<file path="src/rtl/cache_arbiter_pkg.sv">
// Shared types for the L1-to-L2 cache arbiter: FSM states, grant side and latched op.
package arbiter_types;

    typedef enum logic [1:0] {
        IDLE    = 2'd0,
        SERVE_I = 2'd1,
        SERVE_D = 2'd2,
        RELEASE = 2'd3
    } arb_state_t;

    typedef enum logic {
        GRANT_I = 1'b0,
        GRANT_D = 1'b1
    } grant_t;

    typedef enum logic {
        OP_READ  = 1'b0,
        OP_WRITE = 1'b1
    } req_op_t;

endpackage

</file>
<file path="src/rtl/cache_arbiter_grant.sv">
// Two-way round-robin picker: a lone requester wins, a tie goes to the side not granted last.
module arbiter_grant
    import arbiter_types::*;
(
    input  logic   i_req,
    input  logic   d_req,
    input  grant_t last_grant,
    output logic   grant_valid,
    output grant_t grant
);

    always_comb begin
        grant_valid = i_req | d_req;
        grant       = GRANT_I;
        if (i_req && d_req) begin
            grant = (last_grant == GRANT_D) ? GRANT_I : GRANT_D;
        end else if (d_req) begin
            grant = GRANT_D;
        end
    end

endmodule

</file>
<file path="src/rtl/cache_arbiter.sv">
// Shares the single L2 port between I-cache misses and D-cache misses/writebacks,
// one latched line transaction at a time, with the response routed only to the winner.
module cache_arbiter
    import arbiter_types::*;
#(
    parameter int unsigned ADDR_W = 32,
    parameter int unsigned LINE_W = 256
) (
    input  logic              clk,
    input  logic              rst,

    input  logic [ADDR_W-1:0] icache_arbi_address,
    input  logic              icache_arbi_read,
    output logic [LINE_W-1:0] icache_arbi_rdata,
    output logic              icache_arbi_resp,

    input  logic [ADDR_W-1:0] dcache_arbi_address,
    input  logic [LINE_W-1:0] dcache_arbi_wdata,
    input  logic              dcache_arbi_read,
    input  logic              dcache_arbi_write,
    output logic [LINE_W-1:0] dcache_arbi_rdata,
    output logic              dcache_arbi_resp,

    output logic [ADDR_W-1:0] arbi_l2_address,
    output logic [LINE_W-1:0] arbi_l2_wdata,
    output logic              arbi_l2_read,
    output logic              arbi_l2_write,
    input  logic [LINE_W-1:0] arbi_l2_rdata,
    input  logic              arbi_l2_resp
);

    arb_state_t        state;
    arb_state_t        state_next;
    grant_t            last_grant;
    grant_t            grant;
    logic              grant_valid;
    logic              load;
    logic [ADDR_W-1:0] req_addr;
    logic [LINE_W-1:0] req_wdata;
    req_op_t           req_op;

    arbiter_grant u_grant (
        .i_req       (icache_arbi_read),
        .d_req       (dcache_arbi_read | dcache_arbi_write),
        .last_grant  (last_grant),
        .grant_valid (grant_valid),
        .grant       (grant)
    );

    always_ff @(posedge clk or posedge rst) begin
        if (rst) begin
            state <= IDLE;
        end else begin
            state <= state_next;
        end
    end

    // Latch the winner's request so requester-side changes during SERVE are ignored.
    always_ff @(posedge clk or posedge rst) begin
        if (rst) begin
            req_addr   <= '0;
            req_wdata  <= '0;
            req_op     <= OP_READ;
            last_grant <= GRANT_D;
        end else if (load) begin
            last_grant <= grant;
            if (grant == GRANT_I) begin
                req_addr  <= icache_arbi_address;
                req_wdata <= '0;
                req_op    <= OP_READ;
            end else begin
                req_addr  <= dcache_arbi_address;
                req_wdata <= dcache_arbi_wdata;
                req_op    <= dcache_arbi_write ? OP_WRITE : OP_READ;
            end
        end
    end

    always_comb begin
        state_next        = state;
        load              = 1'b0;
        arbi_l2_address   = '0;
        arbi_l2_wdata     = '0;
        arbi_l2_read      = 1'b0;
        arbi_l2_write     = 1'b0;
        icache_arbi_resp  = 1'b0;
        icache_arbi_rdata = '0;
        dcache_arbi_resp  = 1'b0;
        dcache_arbi_rdata = '0;

        case (state)
            IDLE: begin
                if (grant_valid) begin
                    load       = 1'b1;
                    state_next = (grant == GRANT_I) ? SERVE_I : SERVE_D;
                end
            end
            SERVE_I: begin
                arbi_l2_address = req_addr;
                arbi_l2_wdata   = req_wdata;
                arbi_l2_read    = (req_op == OP_READ);
                arbi_l2_write   = (req_op == OP_WRITE);
                if (arbi_l2_resp) begin
                    icache_arbi_resp  = 1'b1;
                    icache_arbi_rdata = arbi_l2_rdata;
                    state_next        = RELEASE;
                end
            end
            SERVE_D: begin
                arbi_l2_address = req_addr;
                arbi_l2_wdata   = req_wdata;
                arbi_l2_read    = (req_op == OP_READ);
                arbi_l2_write   = (req_op == OP_WRITE);
                if (arbi_l2_resp) begin
                    dcache_arbi_resp  = 1'b1;
                    dcache_arbi_rdata = arbi_l2_rdata;
                    state_next        = RELEASE;
                end
            end
            // Dead cycle so the served requester has dropped its level request.
            RELEASE: begin
                state_next = IDLE;
            end
            default: begin
                state_next = IDLE;
            end
        endcase
    end

endmodule
</file>
<file path="config.mk">
export PLATFORM = sky130hd
export DESIGN_NAME = cache_arbiter
export DESIGN_NICKNAME = d
export VERILOG_FILES = /design/src/rtl/cache_arbiter_pkg.sv /design/src/rtl/cache_arbiter_grant.sv /design/src/rtl/cache_arbiter.sv
export SDC_FILE = /design/constraint.sdc
export NUM_CORES = 1
export LEC_CHECK = 0
export ABC_AREA = 1
export BUFFER_PORTS_ARGS = -buffer_cell sky130_fd_sc_hd__buf_2
export CORE_AREA = 5 5 539 541
export CTS_CLUSTER_SIZE = 25
export DETAILED_ROUTE_END_ITERATION = 16
export DIE_AREA = 0 0 544 546
export HOLD_SLACK_MARGIN = 0.12
export PLACE_DENSITY_LB_ADDON = 0.05
export SLEW_MARGIN = 0
export SYNTH_ARGS = -nofsm -noshare
export SYNTH_HDL_FRONTEND = slang
export SYNTH_HIERARCHICAL = 1
export SYNTH_SLANG_ARGS = --single-unit
</file>
<file path="constraint.sdc">
create_clock -name clk -period 12.8 [get_ports clk]
set_input_delay 1.92 -clock clk [delete_from_list [all_inputs] [get_ports clk]]
set_output_delay 1.92 -clock clk [all_outputs]
set_load 0.02 [all_outputs]
</file>
==> results of run 1 <==
## cell type report
cell class / instances / area (um^2)
Antenna cell: 34 / 85.1
Clock buffer: 70 / 1370
Clock inverter: 16 / 139
Fill cell: 34040 / 254000
Inverter: 589 / 2220
Multi-Input combinational cell: 1759 / 7060
Sequential cell: 292 / 7310
Tap cell: 3762 / 4710
Timing Repair Buffer: 1407 / 7160
## how the worst max path moves through the flow
stage / slack, ps / endpoint / start / cells after the start
after floorplan: 2820 / req_addr[0]$_DFFE_PP0P_ / rst / 1
after global placement: 6450 / icache_arbi_resp / arbi_l2_resp / 6
after detailed placement: 6380 / icache_arbi_rdata[128] / arbi_l2_resp / 6
after CTS: 6380 / icache_arbi_rdata[128] / arbi_l2_resp / 6
after global routing: 6180 / icache_arbi_rdata[177] / arbi_l2_resp / 6
final: 6380 / dcache_arbi_resp / arbi_l2_resp / 6
## critical path, cell delays in order
cell	delay (ps)
buf_2	140
nand2_4	430
buf_4	690
buf_12	380
inv_1	130
buf_2	220
## kinds of logic (layout without fill, tap and decap cells)
logic type / after synthesis / after routing
AO/OA/AOI/OAI: 291 / 291
adder cells (fa/ha/maj): 4 / 4
buffers and inverters: 776 / 2082
flip-flops: 292 / 292
other: 0 / 34
AND/OR/NAND/NOR: 1464 / 1464
## flip-flops by register name, summed over array words and instances, names as in the netlist
register    cells
last_grant      1
req_addr       32
req_op          1
req_wdata     256
state           2
## stage by stage
stage               util, %  std cells  instance area, um^2  power, mW
floorplan                 -       2827                17600       3.90
global placement       10.0       7809                28500       5.90
detailed placement     10.0       7809                28500       5.86
CTS                    10.5       7895                30000       7.28
global route           10.5       7899                30000       7.58
finish                 10.6       7929                30100       6.92
## layer usage
layer | vias to the layer above | global-route usage, % | wire length (um)
met4 | 122 | 3.01 | 5900
met1 | 10461 | 11.6 | 64200
met5 | - | 0 | 757
li1 | 10666 | - | -
met3 | 331 | 6.02 | 21000
met2 | 1050 | 23.2 | 99100
## power breakdown
part / internal (mW) / total (mW) / switching, mW
Combinational: 0.985 / 4.09 / 3.11
Clock: 0.761 / 1.31 / 0.554
Sequential: 1.30 / 1.51 / 0.207
## cells in the mapped netlist
cell type    n
a21oi_1      1
buf_1        2
buf_2       91
buf_4        8
buf_6       25
clkbuf_1    61
dfrtp_1    291
dfstp_2      1
ha_1         4
inv_1      588
inv_2        1
nand2_1    948
nand2_2      1
nor2_1     513
o21ai_0     93
o21ai_1    197
or2_1        1
or2_2        1
==> flow_summary.yaml, run 1 <==
setup_path:
  r2r_end: "req_wdata[56]$_DFFE_PP0P_"
  end_kind: "primary output"
  reg2reg_from: "state[0]$_DFFE_PP0P_"
  start_kind: "input port"
  worstPathRequired_ps: 10880
  r2r_slack_ps: 9450
  reg2reg_depth: 6
  worstPathArrival_ps: 4500
  worstSetupPathType: "in2out"
  critPathMaxFanout: 155
synthesis:
  yosysTopAreaCell: "dfrtp_1"
  yosys.area_share.simple_pct: 31.3
  syn_nets: 3413
  synthDistinctLibCells: 18
  synth-adder-area-share_pct: 0.285
  synth_area_leaders: "dfrtp_1 41%, nand2_1 20%, inv_1 13%"
  seq_area_frac_synth_pct: 41.6
  synthCells: 2827
  synth_compound_area_share_pct: 8.29
  synth_area_um2: 17600
  synth_xor_area_share_pct: 0
  ys_seq_elements: 292
  synth_top_family_by_area: "simple AND/OR/NAND/NOR gates"
  yosysWarnings: 6
  netlist.area_leader.share_pct: 41.5
  muxShareOfSynthArea_pct: 0
  synth.avg_cell_area_um2: 6.21
place:
  gp_congestion: 0.810
  place_ws_ps: 6380
  place_hpwl_mm: 161
  portBuffers: 1385
finish:
  fin_nets: 4681
  final_common_cell: "buf_2"
  area_growth_pct: 71.1
  final_layout_size_suffix_gt1_share_pct: 36.1
  mostFrequentLayoutCells: "1385 x buf_2, 946 x nand2_1, 587 x inv_1"
sta:
  fmax_mhz: 156
  slew_headroom_pct: 21.5
  worst_pin_slew_ps: 1180
  finalCritPeriodShare_pct: 50.1
  rsz0062_at_grt: "false"
  setup_slack_ps: 6380
  hold_ws_ps: 476
  skew_ps: 33.3
  hold_viol: 0
  setup_viol: 0
  slew_violations: 0
  timing.final.crit_period_ps: 6420
  setup_tns_ps: 0
clocking:
  post_cts_resized: 0
  clock_sinks: 292
  clock_path_buffers: 3
  cts_hold_buf: 0
  postCtsSetupBuffers: 0
  clk_pin_slew_ps: 50
  numCtsBuffers: 46
  clk_latency_ps: 620
  root_buffer: "clkbuf_16"
  cts_tree: "done"
  htree_levels: 2
grt:
  grt_pass1_vias: 23773
  grt.total_usage_pct: 12.2
  antenna_found_initial: 174
  grt_max_degree: 156
  grt_pass1_wl_mm: 243
  overflow: 0
status:
  status: "finished clean"
floorplanning:
  die_h_um: 546
  placementRows: 196
  core_um2: 284000
  ios: 1386
  start_util_pct: 6.17
  dieArea_um2: 297000
  die_x_um: 544
drt:
  drc: 0
  wire_per_inst_um: 24.1
  drt_iter0_drc: 1120
  viasPerCell: 2.85
  first_pass_iters: 5
  routed_wl_mm: 191
  vias: 22630
  detail-route-antenna-nets: 0
power_and_ir_drop:
  peakVddDrop_v: 0.000227
  powerDensity_nw_per_um2: 230
  leakagePower_nw: 18.8
hold_path:
  min-delay-start: "req_addr[22]$_DFFE_PP0P_"
  hold_path_class: "reg2reg"
  hold_end: "req_addr[22]$_DFFE_PP0P_"
  holdPathStages: 2
job:
  maxCapViolCount: 0
(Power assumes the default switching activity.)
==> run 2, diff against run 1 <==
--- a/config.mk
+++ b/config.mk
@@ -7,10 +7,10 @@
 export LEC_CHECK = 0
 export ABC_AREA = 1
 export BUFFER_PORTS_ARGS = -buffer_cell sky130_fd_sc_hd__buf_2
-export CORE_AREA = 5 5 539 541
+export CORE_AREA = 5 5 535 537
 export CTS_CLUSTER_SIZE = 25
 export DETAILED_ROUTE_END_ITERATION = 16
-export DIE_AREA = 0 0 544 546
+export DIE_AREA = 0 0 540 542
 export HOLD_SLACK_MARGIN = 0.12
 export PLACE_DENSITY_LB_ADDON = 0.05
 export SLEW_MARGIN = 0
==> constraint.sdc (replaced) <==
create_clock -name clk -period 5.75 [get_ports clk]
set_input_delay 0.8625 -clock clk [delete_from_list [all_inputs] [get_ports clk]]
set_output_delay 0.8625 -clock clk [all_outputs]
set_load 0.02 [all_outputs]
==> run 2 against run 1 <==
Utilization increased by 0.21 points. Clock power is 140% higher. Routed wire length grew 0.88%. Final cell count is 0.24% lower. Count of clock-buffer cells in the layout unchanged. Power is 130% higher. Non-clock buffer count grew 15. Clock skew is 8.6 ps lower. Register-to-register slack got worse by 6200 ps. Die area fell by 1.5%. Sequential power rose by 120%. Sequential cell count unchanged. Largest power group unchanged. Highest routed layer unchanged.
==> flow_summary.yaml, run 2 (synthesized netlist as in run 1, its figures left out) <==
finish:
  top_register: "req_wdata"
  fillers: 33540
  ff_latch_area_um2: 7310
  top_regs: "req_wdata x256, req_addr x32, state x2"
  largest_reg_flops: 256
  area_growth_pct: 72.4
  fin_nets: 4697
  final_common_cell: "buf_2"
  mostFrequentLayoutCells: "1385 x buf_2, 946 x nand2_1, 587 x inv_1"
  fin_cells: 7910
  final_layout_size_suffix_gt1_share_pct: 36.3
  multi_input_area_um2: 7060
grt:
  grt.total_usage_pct: 12.5
  grt_pass1_wl_mm: 246
  overflow: 0
  grt_max_degree: 163
  met2_usage_pct: 23.8
  grtUsageMet1_pct: 12.0
  met3_usage_pct: 5.89
  antenna_found_initial: 187
  grt_pass1_vias: 23860
  busiest_layer: "met2"
power_and_ir_drop:
  powerDensity_nw_per_um2: 519
  leakagePower_nw: 18.9
  peakVddDrop_v: 0.000273
status:
  status: "finished clean"
setup_path:
  cp_slowest_cell: "nor2_1"
  crit_chain: "inv_1 > ha_1 > nand2_4 > buf_12 > nor2_1 > buf_2"
  end_kind: "primary output"
  path_buf_inv: 3
  critPathMaxFanout: 131
  worstPathRequired_ps: 4890
  worstPathArrival_ps: 3300
  start_kind: "flip-flop"
  crit_family: "simple AND/OR/NAND/NOR gates"
  max_stage_delay_ps: 540
  worstSetupPathType: "reg2out"
clocking:
  clock_sinks: 292
  numCtsBuffers: 47
  clk_pin_slew_ps: 60
  clock_path_buffers: 3
  cts_hold_buf: 0
  post_cts_resized: 0
  postCtsSetupBuffers: 0
  clk_latency_ps: 630
  root_buffer: "clkbuf_16"
  htree_levels: 2
  cts_tree: "done"
drt:
  routed_wl_mm: 193
  first_pass_iters: 5
  wire_per_inst_um: 24.4
  viasPerCell: 2.85
  drc: 0
  detail-route-antenna-nets: 0
  drt_iter0_drc: 1134
  vias: 22581
place:
  place_hpwl_mm: 163
  gp_congestion: 0.880
  place_inst: 7805
  portBuffers: 1385
sta:
  slew_headroom_pct: 39.3
  rsz0062_at_grt: "false"
  finalCritPeriodShare_pct: 72.5
  worst_pin_slew_ps: 901
  setup_tns_ps: 0
  timing.final.crit_period_ps: 4170
  slew_violations: 0
  setup_viol: 0
  skew_ps: 24.6
  fmax_mhz: 240
  hold_viol: 0
floorplanning:
  die_x_um: 540
  core_um2: 281000
  die_h_um: 542
  placementRows: 195
  dieArea_um2: 293000
  start_util_pct: 6.25
  ios: 1386
hold_path:
  hold_path_class: "in2async"
job:
  maxCapViolCount: 0
-- run 2: worst reg2reg max path, stage by stage (launching register included) --
cell and delay [ps]:
dfrtp_1 400, inv_1 150, ha_4 210, nand2_8 430, inv_2 620, buf_4 380
nand2_1 150, nand2_1 70
-- run 2: stage by stage --
stage	setup slack (ps)	hold slack [ps]	power, mW	util [%]	cell area, um^2
2_1_floorplan	1010	446	8.69	-	17600
3_3_place_gp	1980	473	13.3	10.2	28600
3_5_place_dp	2010	466	13.2	10.2	28600
4_1_cts	1580	356	16.6	10.8	30200
5_1_grt	1460	395	17.2	10.8	30200
6_report	1580	373	15.7	10.8	30300
-- run 2: final cells by class --
cell class              count  share of cell area [%]
flip-flops and latches    292                    24.1
multi-input cells        1759                    23.3
clock buffers              70                    4.57
diodes                     20                   0.165
repair buffers           1422                    24.3
inverters                 589                    7.32
well taps                3743                    15.5
clock inverters            15                   0.732
-- run 2: worst paths after layout --
kind | start | endpoint | slack, ps | cells after the start
max in group asynchronous | rst | req_addr[13]$_DFFE_PP0P_ | 4060 | 3
min in group clk | dcache_arbi_wdata[54] | req_wdata[54]$_DFFE_PP0P_ | 470 | 3
hold reg to reg | req_addr[24]$_DFFE_PP0P_ | req_addr[24]$_DFFE_PP0P_ | 480 | 2
hold / removal | rst | req_wdata[128]$_DFFE_PP0P_ | 370 | 2
setup / recovery | state[1]$_DFFE_PP0P_ | icache_arbi_rdata[184] | 1580 | 6
setup reg to reg | state[1]$_DFFE_PP0P_ | req_addr[1]$_DFFE_PP0P_ | 3270 | 7
-- run 2: report_power, final --
group	switching [mW]	total (mW)	internal, mW
combinational	6.95	9.23	2.29
clock	1.25	3.10	1.85
sequential	0.466	3.37	2.90
total	8.67	15.7	7.04
-- run 2: per-layer routing --
metal	wire length [um]	share of wire (%)
met2	100000	52
met5	801	0.42
met1	64700	34
met4	6770	3.5
met3	20200	10
